### src/rtl/yt_system_nios_oci_trace_capture.sv
// yt_system_nios_oci_trace_capture
//   Captures packed DCT buffer snapshots into a DEPTH-entry FIFO. Slots at or
//   above the (clamped) valid count are zeroed. Loads that find the FIFO full
//   are counted in a saturating drop counter. At end of test a terminator
//   entry {count=0, data=0} is appended, and `done` rises once the FIFO has
//   been drained.
// Ports:
//   clk, reset        : rising-edge clock, asynchronous active-high reset
//   dct_buffer/count  : packed slots and number of valid slots
//   dct_load          : single-cycle capture strobe
//   test_ending       : level, test winding down (capture continues)
//   test_has_ended    : level, test finished (capture frozen)
//   rd_valid/ready    : valid/ready handshake for the FIFO head
//   rd_data           : head entry {count, masked buffer}, 0 while empty
//   fill_level        : entries held, 0..DEPTH
//   overflow_count    : dropped loads, saturating at 16'hFFFF
//   ending, done      : registered state decodes
module yt_system_nios_oci_trace_capture #(
  parameter int FIELD_W = 2,
  parameter int SLOTS   = 15,
  parameter int CNT_W   = 4,
  parameter int DEPTH   = 16,
  parameter int ADDR_W  = 4
) (
  input  logic                       clk,
  input  logic                       reset,
  input  logic [SLOTS*FIELD_W-1:0]   dct_buffer,
  input  logic [CNT_W-1:0]           dct_count,
  input  logic                       dct_load,
  input  logic                       test_ending,
  input  logic                       test_has_ended,
  output logic                       rd_valid,
  input  logic                       rd_ready,
  output logic [CNT_W+SLOTS*FIELD_W-1:0] rd_data,
  output logic [ADDR_W:0]            fill_level,
  output logic [15:0]                overflow_count,
  output logic                       ending,
  output logic                       done
);

  localparam int DATA_W  = SLOTS * FIELD_W;
  localparam int ENTRY_W = CNT_W + DATA_W;

  typedef enum logic [2:0] {
    S_RUN,
    S_ENDING,
    S_MARK,
    S_DRAIN,
    S_DONE
  } state_t;

  state_t              state_q, state_d;
  logic [ADDR_W-1:0]   wr_ptr_q, wr_ptr_d;
  logic [ADDR_W-1:0]   rd_ptr_q, rd_ptr_d;
  logic [ADDR_W:0]     fill_q, fill_d;
  logic [15:0]         overflow_q, overflow_d;
  logic                ending_q, ending_d;
  logic                done_q, done_d;
  logic [ENTRY_W-1:0]  mem_q [DEPTH];

  logic [CNT_W-1:0]    eff_cnt;
  logic [DATA_W-1:0]   masked;
  logic                pop, space, want, wr_en;
  logic [ENTRY_W-1:0]  wr_data;

  assign rd_valid       = (fill_q != '0);
  assign rd_data        = rd_valid ? mem_q[rd_ptr_q] : '0;
  assign fill_level     = fill_q;
  assign overflow_count = overflow_q;
  assign ending         = ending_q;
  assign done           = done_q;

  // Clamp the count and zero every slot at or above it.
  always_comb begin
    eff_cnt = dct_count;
    if (32'(dct_count) > SLOTS) eff_cnt = CNT_W'(SLOTS);
    masked = '0;
    for (int unsigned i = 0; i < SLOTS; i++) begin
      if (i < 32'(eff_cnt)) masked[i*FIELD_W +: FIELD_W] = dct_buffer[i*FIELD_W +: FIELD_W];
    end
  end

  always_comb begin
    state_d    = state_q;
    wr_ptr_d   = wr_ptr_q;
    rd_ptr_d   = rd_ptr_q;
    fill_d     = fill_q;
    overflow_d = overflow_q;
    wr_en      = 1'b0;
    wr_data    = {eff_cnt, masked};

    pop   = rd_valid & rd_ready;
    // A simultaneous pop frees the slot being written, so full is not a blocker then.
    space = (fill_q != (ADDR_W+1)'(DEPTH)) | pop;
    want  = dct_load & (dct_count != '0) & ((state_q == S_RUN) | (state_q == S_ENDING));

    if (want) begin
      if (space) wr_en = 1'b1;
      else if (overflow_q != 16'hFFFF) overflow_d = overflow_q + 16'd1;
    end

    unique case (state_q)
      S_RUN: begin
        if (test_has_ended)   state_d = S_MARK;
        else if (test_ending) state_d = S_ENDING;
      end
      S_ENDING: if (test_has_ended) state_d = S_MARK;
      S_MARK: begin
        if (space) begin
          wr_en   = 1'b1;
          wr_data = '0;
          state_d = S_DRAIN;
        end
      end
      S_DRAIN: if (fill_q == '0) state_d = S_DONE;
      S_DONE:  state_d = S_DONE;
      default: state_d = S_RUN;
    endcase

    if (wr_en) wr_ptr_d = wr_ptr_q + 1'b1;
    if (pop)   rd_ptr_d = rd_ptr_q + 1'b1;
    if (wr_en && !pop)      fill_d = fill_q + 1'b1;
    else if (!wr_en && pop) fill_d = fill_q - 1'b1;

    ending_d = (state_d == S_ENDING);
    done_d   = (state_d == S_DONE);
  end

  always_ff @(posedge clk or posedge reset) begin
    if (reset) begin
      state_q    <= S_RUN;
      wr_ptr_q   <= '0;
      rd_ptr_q   <= '0;
      fill_q     <= '0;
      overflow_q <= '0;
      ending_q   <= 1'b0;
      done_q     <= 1'b0;
    end else begin
      state_q    <= state_d;
      wr_ptr_q   <= wr_ptr_d;
      rd_ptr_q   <= rd_ptr_d;
      fill_q     <= fill_d;
      overflow_q <= overflow_d;
      ending_q   <= ending_d;
      done_q     <= done_d;
    end
  end

  // Storage is not reset; rd_data is gated by rd_valid instead.
  always_ff @(posedge clk) begin
    if (wr_en) mem_q[wr_ptr_q] <= wr_data;
  end

endmodule

### config.mk
export PLATFORM = sky130hd
export DESIGN_NAME = yt_system_nios_oci_trace_capture
export DESIGN_NICKNAME = d
export VERILOG_FILES = /design/src/rtl/yt_system_nios_oci_trace_capture.sv
export SDC_FILE = /design/constraint.sdc
export NUM_CORES = 1
export LEC_CHECK = 0
export CORE_ASPECT_RATIO = 1.4
export CORE_MARGIN = 1.5
export CORE_UTILIZATION = 53
export CTS_CLUSTER_SIZE = 12
export DETAILED_ROUTE_END_ITERATION = 6
export GPL_ROUTABILITY_DRIVEN = 0
export PLACE_DENSITY = 0.73
export SLEW_MARGIN = 5
export SYNTH_ARGS = -nofsm -noshare
export SYNTH_HDL_FRONTEND = slang
export SYNTH_SLANG_ARGS = --single-unit
### constraint.sdc
create_clock -name clk -period 8.1 [get_ports clk]
set_clock_uncertainty 0.1 [all_clocks]
set_input_delay 1.62 -clock clk [delete_from_list [all_inputs] [get_ports clk]]
set_output_delay 1.62 -clock clk [all_outputs]
set_load 0.005 [all_outputs]
==> results of run 1 <==
## logic make-up (layout without fill, tap and decap cells)
| group | after synthesis | count (layout) | share of synthesized area |
|---|---|---|---|
| flip-flops | 578 | 578 | 0.750 |
| XOR/XNOR | 21 | 21 | 0.00836 |
| other | 0 | 1 | 0 |
| AO/OA/AOI/OAI | 71 | 71 | 0.0222 |
| multiplexers | 209 | 209 | 0.167 |
| buffers and inverters | 62 | 208 | 0.0132 |
| AND/OR/NAND/NOR | 118 | 118 | 0.0328 |
| adder cells (fa/ha/maj) | 11 | 11 | 0.00634 |
## flip-flops by register name, summed over array words and instances (netlist names)
name	count
wr_ptr_q	4
mem_q	544
done	1
fill_level	5
state_q	3
rd_ptr_q	4
ending	1
overflow_count	16
## final timing paths
path	start	end	slack (ns)
setup / recovery	rd_ptr_q[1]	rd_data[32]	2.58
max in group asynchronous	reset	rd_ptr_q[1]	6.19
hold / removal	overflow_count[7]	overflow_count[7]	0.42
setup reg to reg	fill_level[0]	mem_q[8][25]	4.81
hold reg to reg	overflow_count[7]	overflow_count[7]	0.42
min in group asynchronous	reset	overflow_count[6]	1.35
## cell usage after synthesis (10+ instances only)
library cell | n | area [um^2]
clkbuf_1 | 16 | 60.1
dfrtp_1 | 34 | 851
mux4_2 | 137 | 3090
and2_1 | 17 | 106
nand2_1 | 11 | 41.3
o22ai_1 | 33 | 206
mux2i_1 | 67 | 671
and3_1 | 27 | 169
buf_2 | 25 | 125
ha_1 | 10 | 125
edfxtp_1 | 544 | 16300
nor2_1 | 10 | 37.5
xor2_1 | 13 | 114
nand3_1 | 16 | 80.1
## layout make-up
class | count | area, um^2 | area share
antenna | 1 | 2.50 | 0.0000960
clock inverter | 2 | 12.5 | 0.000480
tap | 546 | 683 | 0.0262
sequential | 578 | 17200 | 0.659
multi-input combinational | 430 | 5480 | 0.210
clock buffer | 76 | 1490 | 0.0569
timing repair buffer | 123 | 1190 | 0.0457
inverter | 7 | 26.3 | 0.00101
## routing by layer
metal  GRT usage  part of all wire  vias to the layer above
li1            -                 -                     4696
met1       0.306              0.39                     5828
met2       0.380              0.51                      470
met3      0.0401             0.073                       81
met4      0.0710             0.027                        0
met5           0                 0                        -
## power breakdown
group          switching, mW  internal, mW  leakage, nW
clock network          0.990          1.25        0.727
registers              0.309          3.58         5.42
logic                   1.18          1.36         2.48
total                   2.48          6.19         8.63
## critical path: cells and delay by family (launching register included)
family                 cells  cell delay (ns)
buffers and inverters      2             1.07
DFF                        1             1.05
and+or+nand+nor            1             0.20
muxes                      2             0.85
## through the flow
stage	hold WS [ns]	area, um^2
2_1_floorplan	0.391	22900
3_3_place_gp	0.395	24600
3_5_place_dp	0.404	24600
4_1_cts	0.420	26100
5_1_grt	0.430	26100
6_report	0.415	26100
==> impl_metrics.ini, run 1 <==
[final_layout]
fin_util = 0.615
fill_cells = 2857
drive_gt1_frac = 0.224
final_cell_count_no_fill = 1763
area.growth.synth_to_final_pct = 13.9
layout.nets = 1245
final_cell_mix = edfxtp_1 (544), mux4_2 (137), clkdlybuf4s50_1 (97)
final_common_cell = edfxtp_1

[synthesis]
ys_warn_count = 0
ys_ff_latch = 578
synth_seq_area_share = 0.750
avgSynthCellArea_um2 = 21.4
synth-edff-count = 544
ys.flop_type = edfxtp_1
synthArstFlopShare = 0.0588
synth.net_count = 1121
synthCells = 1070
synth_area_um2 = 22900
synthDistinctLibCells = 61

[clock_tree]
cts_root_buffer = clkbuf_16
cts-resized-gates = 0
post_cts_buffers = 0
cts_hold_buf = 0
clk_pin_slew_ns = 0.06
numCtsBuffers = 54
cts_max_path_buffers = 3
htreeDepth = 2
cts_tree = built
clkLatencyLatePin_ns = 0.57
cts.sinks = 578

[global_route]
grt_pass1_vias = 11700
grt_usage = 0.227
grt_pass1_wl_um = 73000
overflow = 0
grt_max_degree = 70
antenna_found_initial = 1

[worst_hold_path]
hold_class = register to register
min_path_cells = 1

[setup_path]
r2r_cells = 5
crit_path_end_kind = output pin
critical_path.cell_chain = buf_4 > mux4_2 > mux4_2 > and2_1 > clkdlybuf4s50_1
critPathMaxFanout = 49
path_class = register to output pin
arrival_ns = 3.80
slowest_delay_ns = 1.05
critical_path_required_ns = 6.38
cp-start-kind = register
crit_slowest_cell = dfrtp_4
crit_top_cell = mux4_2

[timing]
rsz0062_at_grt = no
setup-tns-final_ns = 0
post-route-min-period_ns = 5.52
timing.slew.headroom = 0.238
worst_pin_slew_ns = 1.14
finalHoldViolations = 0
fmax_ghz = 0.181
min_period_over_period = 0.682
fin_ws_ns = 2.58
setup_viol = 0
slew_violations = 0

[routing]
viasPerCell = 6.28
antenna_left = 0
vias = 11100
drtPass1Iterations = 7
wl_per_cell_um = 27.6
drtIter0Drc = 1060
drc = 0
wirelength_um = 48700

[floorplan]
rows = 89
core-area_um2 = 42400
initial_utilization = 0.540
die_h_um = 249
die_x_um = 179
ios = 98
die-area_um2 = 44500

[outcome]
status = complete, no violations

[placement]
pre_cts_ws_ns = 3.03
io_buffer_count = 97
dp.cells = 1684
hpwl_um = 25000

[pwr]
p_per_area_nw_per_um2 = 332
p_leak_nw = 8.63
peakVddDrop_mv = 0.305
p_total_mw = 8.67

[run]
cap_violations = 0
(Power assumes the default switching activity.)
==> run 2: changes to the inputs <==
==> constraint.sdc (replaced) <==
create_clock -name clk -period 5.1 [get_ports clk]
set_clock_uncertainty 0.1 [all_clocks]
set_input_delay 1.02 -clock clk [delete_from_list [all_inputs] [get_ports clk]]
set_output_delay 1.02 -clock clk [all_outputs]
set_load 0.005 [all_outputs]
==> run 2 against run 1 <==
  * Non-clock buffer count up 20
  * Register-to-register slack worse by 2.8 ns
  * Critical path depth increased by 2
  * Routed wire length grew 1.3%
  * Worst hold slack improved by 0.0029 ns
  * Largest power group unchanged
==> impl_metrics.ini, run 2 (synthesis gave the netlist of run 1 again) <==
[outcome]
status = complete, no violations

[setup_path]
arrival_ns = 3.51
crit_path_end_kind = output pin
slowest_delay_ns = 0.62
crit_slowest_cell = nand2_2
cp-start-kind = register
critical_path.cell_chain = or4_1 > nor2_1 > inv_2 > nand2_2 > buf_4 > o22ai_1 > clkdlybuf4s50_1
path_class = register to output pin
critical_path_required_ns = 3.98
critPathMaxFanout = 22

[global_route]
grt_usage = 0.229
grt_max_degree = 45
antenna_found_initial = 0
overflow = 0
grt_pass1_vias = 11700
grt_pass1_wl_um = 73200

[final_layout]
drive_gt1_frac = 0.235
design_area_um2 = 26300
diodes = 0
layout.nets = 1266
largest_register_ffs = 544
final_common_cell = edfxtp_1
max_flop_register = mem_q
final_cell_mix = edfxtp_1 (544), mux4_2 (137), clkdlybuf4s50_1 (97)
area.growth.synth_to_final_pct = 14.9
final_cell_count_no_fill = 1789
fin_util = 0.620
fill_cells = 2847

[timing]
min_period_over_period = 0.907
setup_viol = 0
post-route-min-period_ns = 4.63
finalHoldViolations = 0
slew_violations = 0
timing.slew.headroom = 0.282
fmax_ghz = 0.216
fin_hold_ws_ns = 0.418
worst_pin_slew_ns = 1.07
fin_ws_ns = 0.474
setup-tns-final_ns = 0
rsz0062_at_grt = no

[clock_tree]
cts_root_buffer = clkbuf_16
cts.sinks = 578
clkLatencyLatePin_ns = 0.58
cts_max_path_buffers = 3
htreeDepth = 2
clk_pin_slew_ns = 0.06
cts_hold_buf = 0
post_cts_buffers = 0
cts-resized-gates = 0
numCtsBuffers = 55
cts_tree = built

[routing]
drtPass1Iterations = 6
vias = 11200
wl_per_cell_um = 27.6
viasPerCell = 6.28
drtIter0Drc = 1116
antenna_left = 0
drc = 0
wirelength_um = 49400

[floorplan]
die-area_um2 = 44500
die_x_um = 179
initial_utilization = 0.540
die_h_um = 249
core-area_um2 = 42400
ios = 98
rows = 89

[placement]
io_buffer_count = 97
hpwl_um = 27800
pre_cts_ws_ns = 0.936
dp.cells = 1704
placed_area_um2 = 24800

[pwr]
peakVddDrop_mv = 0.344
p_per_area_nw_per_um2 = 528
p_leak_nw = 8.76
p_total_mw = 13.9

[worst_hold_path]
hold_class = register to register

[run]
cap_violations = 0
run 2: critical path: cells and delay by family, from the launching register on:
| family | cells | cell delay (ns) |
|---|---|---|
| flip-flops | 1 | 0.48 |
| buffers and inverters | 3 | 0.97 |
| AO/OA/AOI/OAI | 1 | 0.09 |
| AND/OR/NAND/NOR | 3 | 1.36 |
run 2: worst paths after layout:
| path | cells past startpoint | start | end | slack (ns) |
|---|---|---|---|---|
| min in group asynchronous | 3 | reset | fill_level[3] | 0.74 |
| worst max register to register | 9 | fill_level[0] | fill_level[4] | 2.00 |
| worst max-delay path | 7 | fill_level[0] | rd_data[29] | 0.47 |
| max in group asynchronous | 3 | reset | rd_ptr_q[1] | 3.80 |
| worst min-delay path | 1 | overflow_count[11] | overflow_count[11] | 0.42 |
| worst min register to register | 1 | overflow_count[11] | overflow_count[11] | 0.42 |
run 2: where the power goes:
part	switching, mW	internal, mW	total, mW
combinational	2.00	2.25	4.25
sequential	0.386	5.69	6.07
clock	1.61	1.97	3.58
run 2: area by class of cell:
class / count / area (um^2) / share of cell area
sequential: 578 / 17200 / 0.653
multi-input combinational: 430 / 5480 / 0.208
clock buffer: 78 / 1460 / 0.0556
timing repair buffer: 143 / 1430 / 0.0543
tap: 546 / 683 / 0.0260
clock inverter: 7 / 50.0 / 0.00190
inverter: 7 / 26.3 / 0.000998
run 2: layer usage:
layer	vias up	wire, um	global-route usage
li1	4753	-	-
met4	0	1170	0.0698
met1	5959	20100	0.320
met2	440	25000	0.372
met5	-	0	0
met3	84	3130	0.0380
==> run 3: changes to the inputs <==
--- a/config.mk
+++ b/config.mk
@@ -5,6 +5,7 @@
 export SDC_FILE = /design/constraint.sdc
 export NUM_CORES = 1
 export LEC_CHECK = 0
+export ABC_CLOCK_PERIOD_IN_PS = 5350
 export CORE_ASPECT_RATIO = 1.4
 export CORE_MARGIN = 1.5
 export CORE_UTILIZATION = 53
==> constraint.sdc (replaced) <==
create_clock -name clk -period 5.35 [get_ports clk]
set_clock_uncertainty 0.1 [all_clocks]
set_input_delay 1.3375 -clock clk [delete_from_list [all_inputs] [get_ports clk]]
set_output_delay 1.3375 -clock clk [all_outputs]
set_load 0.005 [all_outputs]
==> run 3 against run 2 <==
  * Combinational power is 3% lower
  * Setup slack worse by 0.027 ns
  * Critical path depth stayed put
  * Non-clock buffer count is 10 lower
  * First-iteration DRC count is 4.7% higher
  * Die area stayed put
  * Sequential power is 6.4% lower
  * Sequential share of layout area hardly changed
  * Cell area hardly changed
  * Highest routed layer unchanged
==> impl_metrics.ini, run 3 (synthesis gave the netlist of run 1 again) <==
[routing]
antenna_left = 0
drc = 0
drtIter0Drc = 1168
vias = 11100
viasPerCell = 6.24
wirelength_um = 48900
drtPass1Iterations = 5
wl_per_cell_um = 27.6

[placement]
io_buffer_count = 97
pre_cts_ws_ns = 0.876
hpwl_um = 27500

[final_layout]
drive_gt1_frac = 0.230
final_common_cell = edfxtp_1
largest_register_ffs = 544
max_flop_register = mem_q
area.growth.synth_to_final_pct = 14.9
layout.nets = 1256
final_cell_mix = edfxtp_1 (544), mux4_2 (137), clkdlybuf4s50_1 (97)

[setup_path]
critical_path_required_ns = 3.91
path_delay_family = simple AND/OR/NAND/NOR gates
path_class = register to output pin
critical_path.cell_chain = or4_1 > nor2_1 > inv_2 > nand2_2 > buf_4 > o22ai_1 > clkdlybuf4s50_1
crit_slowest_cell = nand2_2
crit_path_end_kind = output pin
r2r_start = fill_level[0]
cp-start-kind = register
path_buf_inv = 3
arrival_ns = 3.47
critPathMaxFanout = 26
cp-startpoint = fill_level[0]
slowest_delay_ns = 0.70

[clock_tree]
cts-resized-gates = 0
clkLatencyLatePin_ns = 0.58
post_cts_buffers = 0
cts.sinks = 578
cts_tree = built
clk_pin_slew_ns = 0.06
cts_max_path_buffers = 3
numCtsBuffers = 55
cts_hold_buf = 0
htreeDepth = 2
cts_root_buffer = clkbuf_16

[floorplan]
rows = 89
die_x_um = 179
die-area_um2 = 44500
initial_utilization = 0.540
core-area_um2 = 42400
ios = 98
die_h_um = 249

[global_route]
antenna_found_initial = 0
overflow = 0
grt_usage = 0.228
grt_pass1_wl_um = 73200
grt_max_degree = 60
grt_pass1_vias = 11700

[outcome]
status = complete, no violations

[timing]
fin_ws_ns = 0.447
setup_viol = 0
fmax_ghz = 0.204
post-route-min-period_ns = 4.90
rsz0062_at_grt = no
slew_violations = 0
worst_pin_slew_ns = 1.27
setup-tns-final_ns = 0
finalHoldViolations = 0
min_period_over_period = 0.916
timing.slew.headroom = 0.153

[pwr]
p_per_area_nw_per_um2 = 501
p_leak_nw = 8.71
peakVddDrop_mv = 0.363

[run]
cap_violations = 0

[worst_hold_path]
hold_path.startpoint = overflow_count[7]
hold_class = register to register
-- run 3: cell count changes in the layout (fill, tap and decap cells not counted), sizes merged --
| cell | delta |
|---|---|
| buf | -10 |
| clkbuf | -3 |
| diode | +1 |
| inv | -3 |
-- run 3: final timing paths --
path	to	slack (ns)	cells past startpoint
min in group asynchronous	overflow_count[6]	1.06	3
setup reg to reg	mem_q[1][24]	2.13	4
setup / recovery	rd_data[10]	0.45	7
max in group asynchronous	rd_ptr_q[3]	3.75	3
hold / removal	overflow_count[7]	0.41	1
hold reg to reg	overflow_count[7]	0.41	1
-- run 3: where the power goes --
part           total (mW)  switching [mW]  internal [mW]
clock network        3.39            1.51           1.88
logic                4.11            2.00           2.11
registers            5.68           0.251           5.43
-- run 3: layout make-up --
class	count	area (um^2)
Tap cell	546	683
Clock buffer	75	1470
Multi-Input combinational cell	430	5470
Fill cell	2848	16100
Timing Repair Buffer	133	1440
Inverter	7	26.3
Clock inverter	4	22.5
Antenna cell	1	2.50
Sequential cell	578	17200
-- run 3: worst reg2reg max path, stage by stage, from the launching register on --
cell	delay, ns
dfrtp_1	0.47
nor4_4	0.55
a211oi_2	0.33
nor2_2	0.84
o2111a_1	0.66
-- run 3: metrics by stage --
stage               cell area [um^2]  power [mW]  instances  hold slack, ns  utilization
floorplan                      22900        8.36       1070           0.391            -
global placement               24800        9.86       1694           0.392        0.585
detailed placement             24800        9.92       1694           0.404        0.585
CTS                            26300        13.3       1773           0.410        0.620
global route                   26300        13.7       1773           0.435        0.620
finish                         26300        13.2       1774           0.411        0.620
-- run 3: layer usage --
layer  GRT usage  up-vias  share of wire
li1            -     4731              -
met3      0.0485       60          0.079
met1       0.311     5794           0.39
met4      0.0648        0          0.021
met5           0        -              0
met2       0.373      489           0.51
